File: src/rtl/alu_sequencer_pkg.sv
// Shared CPU definitions: opcode/func/ALU constants, sequencer state encoding
// and the decoded-control bundle passed from insn_decoder to the sequencer.
package cpu_pkg;

    localparam int WORD_SIZE = 16;

    localparam logic [3:0] OPC_RTYPE = 4'd15;
    localparam logic [3:0] OPC_ADI   = 4'd4;
    localparam logic [3:0] OPC_LHI   = 4'd6;
    localparam logic [3:0] OPC_JMP   = 4'd9;

    localparam logic [5:0] FUNC_ADD = 6'd0;
    localparam logic [5:0] FUNC_WWD = 6'd28;

    localparam logic [3:0] ALU_ADD = 4'b0000;
    localparam logic [3:0] ALU_LHI = 4'b0001;
    localparam logic [3:0] ALU_WWD = 4'b0010;

    typedef enum logic [1:0] {
        FETCH  = 2'd0,
        DECODE = 2'd1,
        EXEC   = 2'd2
    } state_e;

    typedef struct packed {
        logic [3:0]           alu_op;
        logic                 alu_b_imm;
        logic [WORD_SIZE-1:0] imm;
        logic [1:0]           ra;
        logic [1:0]           rb;
        logic [1:0]           wa;
        logic                 we;
        logic                 wwd;
        logic                 illegal;
    } ctrl_t;

    localparam ctrl_t CTRL_RESET = '{
        alu_op:    ALU_ADD,
        alu_b_imm: 1'b0,
        imm:       16'h0000,
        ra:        2'd0,
        rb:        2'd0,
        wa:        2'd0,
        we:        1'b0,
        wwd:       1'b0,
        illegal:   1'b0
    };

endpackage

File: src/rtl/alu_sequencer_if.sv
// Instruction-memory read handshake between the sequencer (master) and memory (slave).
interface alu_sequencer_if;
    import cpu_pkg::*;

    logic                 readM;
    logic [WORD_SIZE-1:0] address;
    logic [WORD_SIZE-1:0] data;
    logic                 inputReady;

    modport master (output readM, output address, input data, input inputReady);
    modport slave  (input readM, input address, output data, output inputReady);

endinterface

File: src/rtl/alu_sequencer_decoder.sv
// insn_decoder: purely combinational mapping from an instruction word to the
// datapath selects and execute-cycle strobes.
module insn_decoder
    import cpu_pkg::*;
(
    input  logic [WORD_SIZE-1:0] insn_i,
    output ctrl_t                ctrl_o
);

    // Decode opcode/func into control fields; JMP needs no datapath action here.
    always_comb begin
        ctrl_o    = CTRL_RESET;
        ctrl_o.ra = insn_i[11:10];
        ctrl_o.rb = insn_i[9:8];
        case (insn_i[15:12])
            OPC_RTYPE: begin
                case (insn_i[5:0])
                    FUNC_ADD: begin
                        ctrl_o.alu_op = ALU_ADD;
                        ctrl_o.wa     = insn_i[7:6];
                        ctrl_o.we     = 1'b1;
                    end
                    FUNC_WWD: begin
                        ctrl_o.alu_op = ALU_WWD;
                        ctrl_o.wwd    = 1'b1;
                    end
                    default: ctrl_o.illegal = 1'b1;
                endcase
            end
            OPC_ADI: begin
                ctrl_o.alu_op    = ALU_ADD;
                ctrl_o.alu_b_imm = 1'b1;
                ctrl_o.imm       = {{8{insn_i[7]}}, insn_i[7:0]};
                ctrl_o.wa        = insn_i[9:8];
                ctrl_o.we        = 1'b1;
            end
            OPC_LHI: begin
                ctrl_o.alu_op    = ALU_LHI;
                ctrl_o.alu_b_imm = 1'b1;
                ctrl_o.imm       = {8'h00, insn_i[7:0]};
                ctrl_o.wa        = insn_i[9:8];
                ctrl_o.we        = 1'b1;
            end
            OPC_JMP: ctrl_o.illegal = 1'b0;
            default: ctrl_o.illegal = 1'b1;
        endcase
    end

endmodule

File: src/rtl/alu_sequencer.sv
// alu_sequencer: FETCH/DECODE/EXEC control unit owning PC and IR.
// Define ALU_SEQ_NUM_INST_EN to add the retired-instruction counter and num_inst port.
module alu_sequencer
    import cpu_pkg::*;
#(
    parameter logic [WORD_SIZE-1:0] RESET_PC = 16'h0000
) (
    input  logic                 clk,
    input  logic                 reset,
    alu_sequencer_if.master      mem,
    output logic [3:0]           alu_op,
    output logic                 alu_cin,
    output logic                 alu_b_imm,
    output logic [WORD_SIZE-1:0] imm,
    output logic [1:0]           rf_ra,
    output logic [1:0]           rf_rb,
    output logic [1:0]           rf_wa,
    output logic                 rf_we,
    output logic                 wwd_en,
    output logic                 illegal,
    output logic [WORD_SIZE-1:0] pc
`ifdef ALU_SEQ_NUM_INST_EN
    ,
    output logic [WORD_SIZE-1:0] num_inst
`endif
);

    state_e               state_q;
    logic [WORD_SIZE-1:0] pc_q;
    logic [WORD_SIZE-1:0] ir_q;
    ctrl_t                ctrl_q;
    ctrl_t                dec_s;
    logic                 we_q;
    logic                 wwd_q;
    logic                 ill_q;
`ifdef ALU_SEQ_NUM_INST_EN
    logic [WORD_SIZE-1:0] num_inst_q;
`endif

    // Decoding the fetch bus lets the selects be registered on entry to DECODE.
    insn_decoder u_dec (
        .insn_i (mem.data),
        .ctrl_o (dec_s)
    );

    // Sequencer FSM with its registered datapath selects, strobes and PC.
    always_ff @(posedge clk) begin
        if (reset) begin
            state_q    <= FETCH;
            pc_q       <= RESET_PC;
            ir_q       <= 16'h0000;
            ctrl_q     <= CTRL_RESET;
            we_q       <= 1'b0;
            wwd_q      <= 1'b0;
            ill_q      <= 1'b0;
`ifdef ALU_SEQ_NUM_INST_EN
            num_inst_q <= 16'h0000;
`endif
        end else begin
            we_q  <= 1'b0;
            wwd_q <= 1'b0;
            ill_q <= 1'b0;
            case (state_q)
                FETCH: begin
                    if (mem.inputReady) begin
                        ir_q    <= mem.data;
                        ctrl_q  <= dec_s;
                        state_q <= DECODE;
                    end else begin
                        state_q <= FETCH;
                    end
                end
                DECODE: begin
                    we_q    <= ctrl_q.we;
                    wwd_q   <= ctrl_q.wwd;
                    ill_q   <= ctrl_q.illegal;
                    state_q <= EXEC;
                end
                EXEC: begin
                    if (ir_q[15:12] == OPC_JMP) begin
                        pc_q <= {pc_q[15:12], ir_q[11:0]};
                    end else begin
                        pc_q <= pc_q + 16'd1;
                    end
`ifdef ALU_SEQ_NUM_INST_EN
                    if (!ill_q) begin
                        num_inst_q <= num_inst_q + 16'd1;
                    end else begin
                        num_inst_q <= num_inst_q;
                    end
`endif
                    state_q <= FETCH;
                end
                default: state_q <= FETCH;
            endcase
        end
    end

    // Reset masks the fetch request and strobes in the very cycle it is asserted.
    assign mem.readM   = (state_q == FETCH) && !reset;
    assign mem.address = pc_q;
    assign pc          = pc_q;
    assign alu_op      = ctrl_q.alu_op;
    assign alu_cin     = 1'b0;
    assign alu_b_imm   = ctrl_q.alu_b_imm;
    assign imm         = ctrl_q.imm;
    assign rf_ra       = ctrl_q.ra;
    assign rf_rb       = ctrl_q.rb;
    assign rf_wa       = ctrl_q.wa;
    assign rf_we       = we_q && !reset;
    assign wwd_en      = wwd_q && !reset;
    assign illegal     = ill_q && !reset;
`ifdef ALU_SEQ_NUM_INST_EN
    assign num_inst    = num_inst_q;
`endif

endmodule
File: src/flat_wrapper.sv
// flat-port wrapper written by rule: the top's interface ports become plain ports
module alu_sequencer_flat import cpu_pkg::*;
#(
    parameter logic [WORD_SIZE-1:0] RESET_PC = 16'h0000
)
  (clk, reset, alu_op, alu_cin, alu_b_imm, imm, rf_ra, rf_rb, rf_wa, rf_we, wwd_en, illegal, pc, mem_readM, mem_address, mem_data, mem_inputReady);
  alu_sequencer_if mem_i ();
  input  logic clk;
  input  logic reset;
  output logic [3:0] alu_op;
  output logic alu_cin;
  output logic alu_b_imm;
  output logic [WORD_SIZE-1:0] imm;
  output logic [1:0] rf_ra;
  output logic [1:0] rf_rb;
  output logic [1:0] rf_wa;
  output logic rf_we;
  output logic wwd_en;
  output logic illegal;
  output logic [WORD_SIZE-1:0] pc;
  output wire logic [$bits(mem_i.readM)-1:0] mem_readM;
  output wire logic [$bits(mem_i.address)-1:0] mem_address;
  input wire logic [$bits(mem_i.data)-1:0] mem_data;
  input wire logic [$bits(mem_i.inputReady)-1:0] mem_inputReady;
  assign mem_readM = mem_i.readM;
  assign mem_address = mem_i.address;
  assign mem_i.data = mem_data;
  assign mem_i.inputReady = mem_inputReady;
  alu_sequencer #(.RESET_PC(RESET_PC)) u_core (.clk(clk), .reset(reset), .mem(mem_i), .alu_op(alu_op), .alu_cin(alu_cin), .alu_b_imm(alu_b_imm), .imm(imm), .rf_ra(rf_ra), .rf_rb(rf_rb), .rf_wa(rf_wa), .rf_we(rf_we), .wwd_en(wwd_en), .illegal(illegal), .pc(pc));
endmodule
File: config.mk
export PLATFORM = sky130hd
export DESIGN_NAME = alu_sequencer_flat
export DESIGN_NICKNAME = d
export VERILOG_FILES = /design/src/rtl/alu_sequencer_pkg.sv /design/src/rtl/alu_sequencer_if.sv /design/src/rtl/alu_sequencer_decoder.sv /design/src/rtl/alu_sequencer.sv /design/src/flat_wrapper.sv
export SDC_FILE = /design/constraint.sdc
export NUM_CORES = 1
export LEC_CHECK = 0
export CAP_MARGIN = 20
export CORE_MARGIN = 3
export CORE_UTILIZATION = 40
export CTS_BUF_LIST = sky130_fd_sc_hd__clkbuf_2 sky130_fd_sc_hd__clkbuf_4 sky130_fd_sc_hd__clkbuf_8
export CTS_CLUSTER_DIAMETER = 100
export DETAILED_ROUTE_END_ITERATION = 10
export PLACE_DENSITY = 0.7
export SLEW_MARGIN = 20
export SYNTH_ARGS = -nofsm -noshare
export SYNTH_HDL_FRONTEND = slang
export SYNTH_SLANG_ARGS = --single-unit
File: constraint.sdc
create_clock -name clk -period 4.2 [get_ports clk]
set_input_delay 0.84 -clock clk [delete_from_list [all_inputs] [get_ports clk]]
set_output_delay 0.84 -clock clk [all_outputs]
set_load 0.05 [all_outputs]
==> results.json <==
{
  "cts.sinks": 54,
  "num_rows": 28,
  "ys_types": 46,
  "antenna_found_initial": 0,
  "ioPinCount": 83,
  "drive_above_1_share_pct": 6.94,
  "synth-edff-count": 0,
  "worstSkewPairLatency_ps": 310,
  "power_leakage_nw": 1.09,
  "tightest_slew_ps": 839,
  "drtIter0Drc": 151,
  "period_needed_ps": 2820,
  "h-tree-depth": 2,
  "required_ps": 3360,
  "hold_buffers": 0,
  "ant_nets": 0,
  "cts_setup_buffers": 0,
  "cp_slowest_cell": "clkdlybuf4s50_1",
  "synth-main-ff-cell": "dfxtp_1",
  "post-route-period-util_pct": 67.1,
  "cp_cell_sequence": "clkdlybuf4s50_1 -> buf_4 -> nor3_1 -> buf_12",
  "clk_pin_slew_worst_paths_ps": 90,
  "dieArea_sq_um": 7590,
  "place_congestion": 0.811,
  "maxCapViolCount": 0,
  "root_buffer": "clkbuf_8",
  "initial_utilization_pct": 43.0,
  "wirelength_um": 6190,
  "cts.path.max_buffers": 2,
  "remaining_drc_errors": 0,
  "ys_seq_area_share_pct": 41.0,
  "ir_drop_mv": 0.168,
  "wl_per_cell_um": 14.2,
  "worst_r2r_path_depth": 4,
  "grt_pass1_vias": 2154,
  "die_w_um": 87.1,
  "syn_inst": 328,
  "startpoint_type": "input pin",
  "firstDrtPassIters": 4,
  "end_kind": "output port",
  "mostFrequentLayoutCell": "clkdlybuf4s50_1",
  "p_total_w": 0.00107,
  "syn-cell-area_sq_um": 2630,
  "port_buffers": 79,
  "coreArea_sq_um": 6130,
  "final_cell_mix": "clkdlybuf4s50_1, nand2_1, dfxtp_1, a21oi_1, nor2_1",
  "avgViaCountPerCell": 5.40,
  "slew_headroom_pct": 43.9,
  "place_ws_ps": 1400,
  "ctsResizeCount": 0,
  "run_status": "complete, no violations",
  "critPathKind": "in -> out",
  "stdcell_count": 435,
  "fin_setup_tns_ps": 0,
  "grt_pass1_wl_um": 10200,
  "slew_violations": 0,
  "cp_top_family": "buffers and inverters",
  "critPathArrivalTime_ps": 1980,
  "cts_tree": "yes",
  "fmax_mhz": 355,
  "crit_fanout": 21,
  "ys_ff_latch": 54,
  "avgSynthCellArea_sq_um": 8.03,
  "crit_buf_inv": 3,
  "cts_made_buffers": 5,
  "fp.dieH_um": 87.1,
  "area_growth_pct": 24.8,
  "fin_ws_ps": 1380,
  "async_flop_share_pct": 0,
  "hold_violations": 0,
  "setup_viol": 0,
  "via_count": 2347,
  "p_per_area_nw_per_um2": 327,
  "nets": 379,
  "dp_cells": 427,
  "grt_usage_pct": 16.6,
  "crit_path_max_incr_delay_ps": 410,
  "dpl.hpwl_um": 4420,
  "hold_depth": 2,
  "min-delay-path-class": "reg -> reg",
  "grt_max_degree": 35,
  "fin_util_pct": 53.6,
  "diodes": 0,
  "rsz0062_at_grt": "no",
  "skew_ps": 7.51,
  "path_depth": 4,
  "grt_remaining_overflow": 0,
  "ys_warn_count": 0
}
## metal layers
metal | up-vias | part of all wire [%] | GRT usage (%)
li1 | 1163 | - | -
met1 | 1082 | 46 | 22.9
met2 | 95 | 45 | 26.0
met3 | 7 | 7.7 | 3.88
met4 | 0 | 1.0 | 4.18
met5 | - | 0 | 0
## report_power, final
group	switching (W)	internal [W]	total, W
clock	0.000169	0.000185	0.000354
sequential	0.0000163	0.000532	0.000549
combinational	0.000110	0.0000615	0.000171
## logic make-up after synthesis
group                      after synthesis  share of synthesized area (%)
muxes                                    2                          0.808
xor gates and xnor gates                 1                          0.333
other                                    1                          0.142
AOI/OAI and AO/OA                       66                           14.9
DFF                                     54                           41.0
adders and majority gates                1                          0.475
and+or+nand+nor                        140                           27.1
buffers and inverters                   63                           15.2
## cell type report
class	instances	area [sq um]
multi-input combinational	213	1170
inverter	2	7.51
clock buffer	6	76.3
timing repair buffer	83	823
fill	573	2850
tap	75	93.8
sequential	54	1080
clock inverter	2	37.5
## synth_stat cells (2+ instances only)
master	number	area share, %
buf_2	2	0.38
a31oi_1	4	0.95
or3_1	4	0.95
nand3_1	10	1.9
dfxtp_1	54	41
nor4_1	6	1.4
and2_1	5	1.2
nor3_1	14	2.7
nand2b_1	3	0.71
o32ai_1	3	1.0
nand4_1	4	0.95
a21oi_1	41	7.8
nor2b_1	5	1.2
clkbuf_1	16	2.3
inv_1	2	0.29
nor3b_1	2	0.57
nor2_1	16	2.3
nand2_1	56	8.0
o31ai_1	2	0.57
nor3b_2	2	0.95
or4_1	4	1.1
buf_4	43	12
o21ai_0	5	0.95
a221oi_1	3	1.0
## registers in the layout (all words and copies together) (netlist names)
signal	flops
u_core.ir_q	16
u_core.mem.address	16
u_core.imm	9
u_core.ctrl_q	3
u_core.alu_op	2
u_core.rf_wa	2
u_core.state_q	2
u_core.alu_b_imm	1
u_core.ill_q	1
u_core.we_q	1
u_core.wwd_q	1
## worst paths after layout
kind,startpoint,end,slack [ps]
setup / recovery,reset,mem_readM,1380
hold / removal,u_core.ctrl_q[1],u_core.ctrl_q[1],460
hold reg to reg,u_core.ctrl_q[1],u_core.ctrl_q[1],460
setup reg to reg,u_core.state_q[1],u_core.mem.address[14],1920
## worst register-to-register path, stage by stage (launching register included)
cell and delay, ps:
dfxtp_1 440, nor2b_1 710, nand4_1 360, or4_1 550
a21oi_1 160
## stage by stage
step / cell area (sq um) / hold WS, ps
floorplan: 2640 / 430
global placement: 3170 / 442
detailed placement: 3170 / 445
CTS: 3290 / 458
global route: 3290 / 483
finish: 3290 / 456
Note: power is estimated with default switching activity, not from simulation.
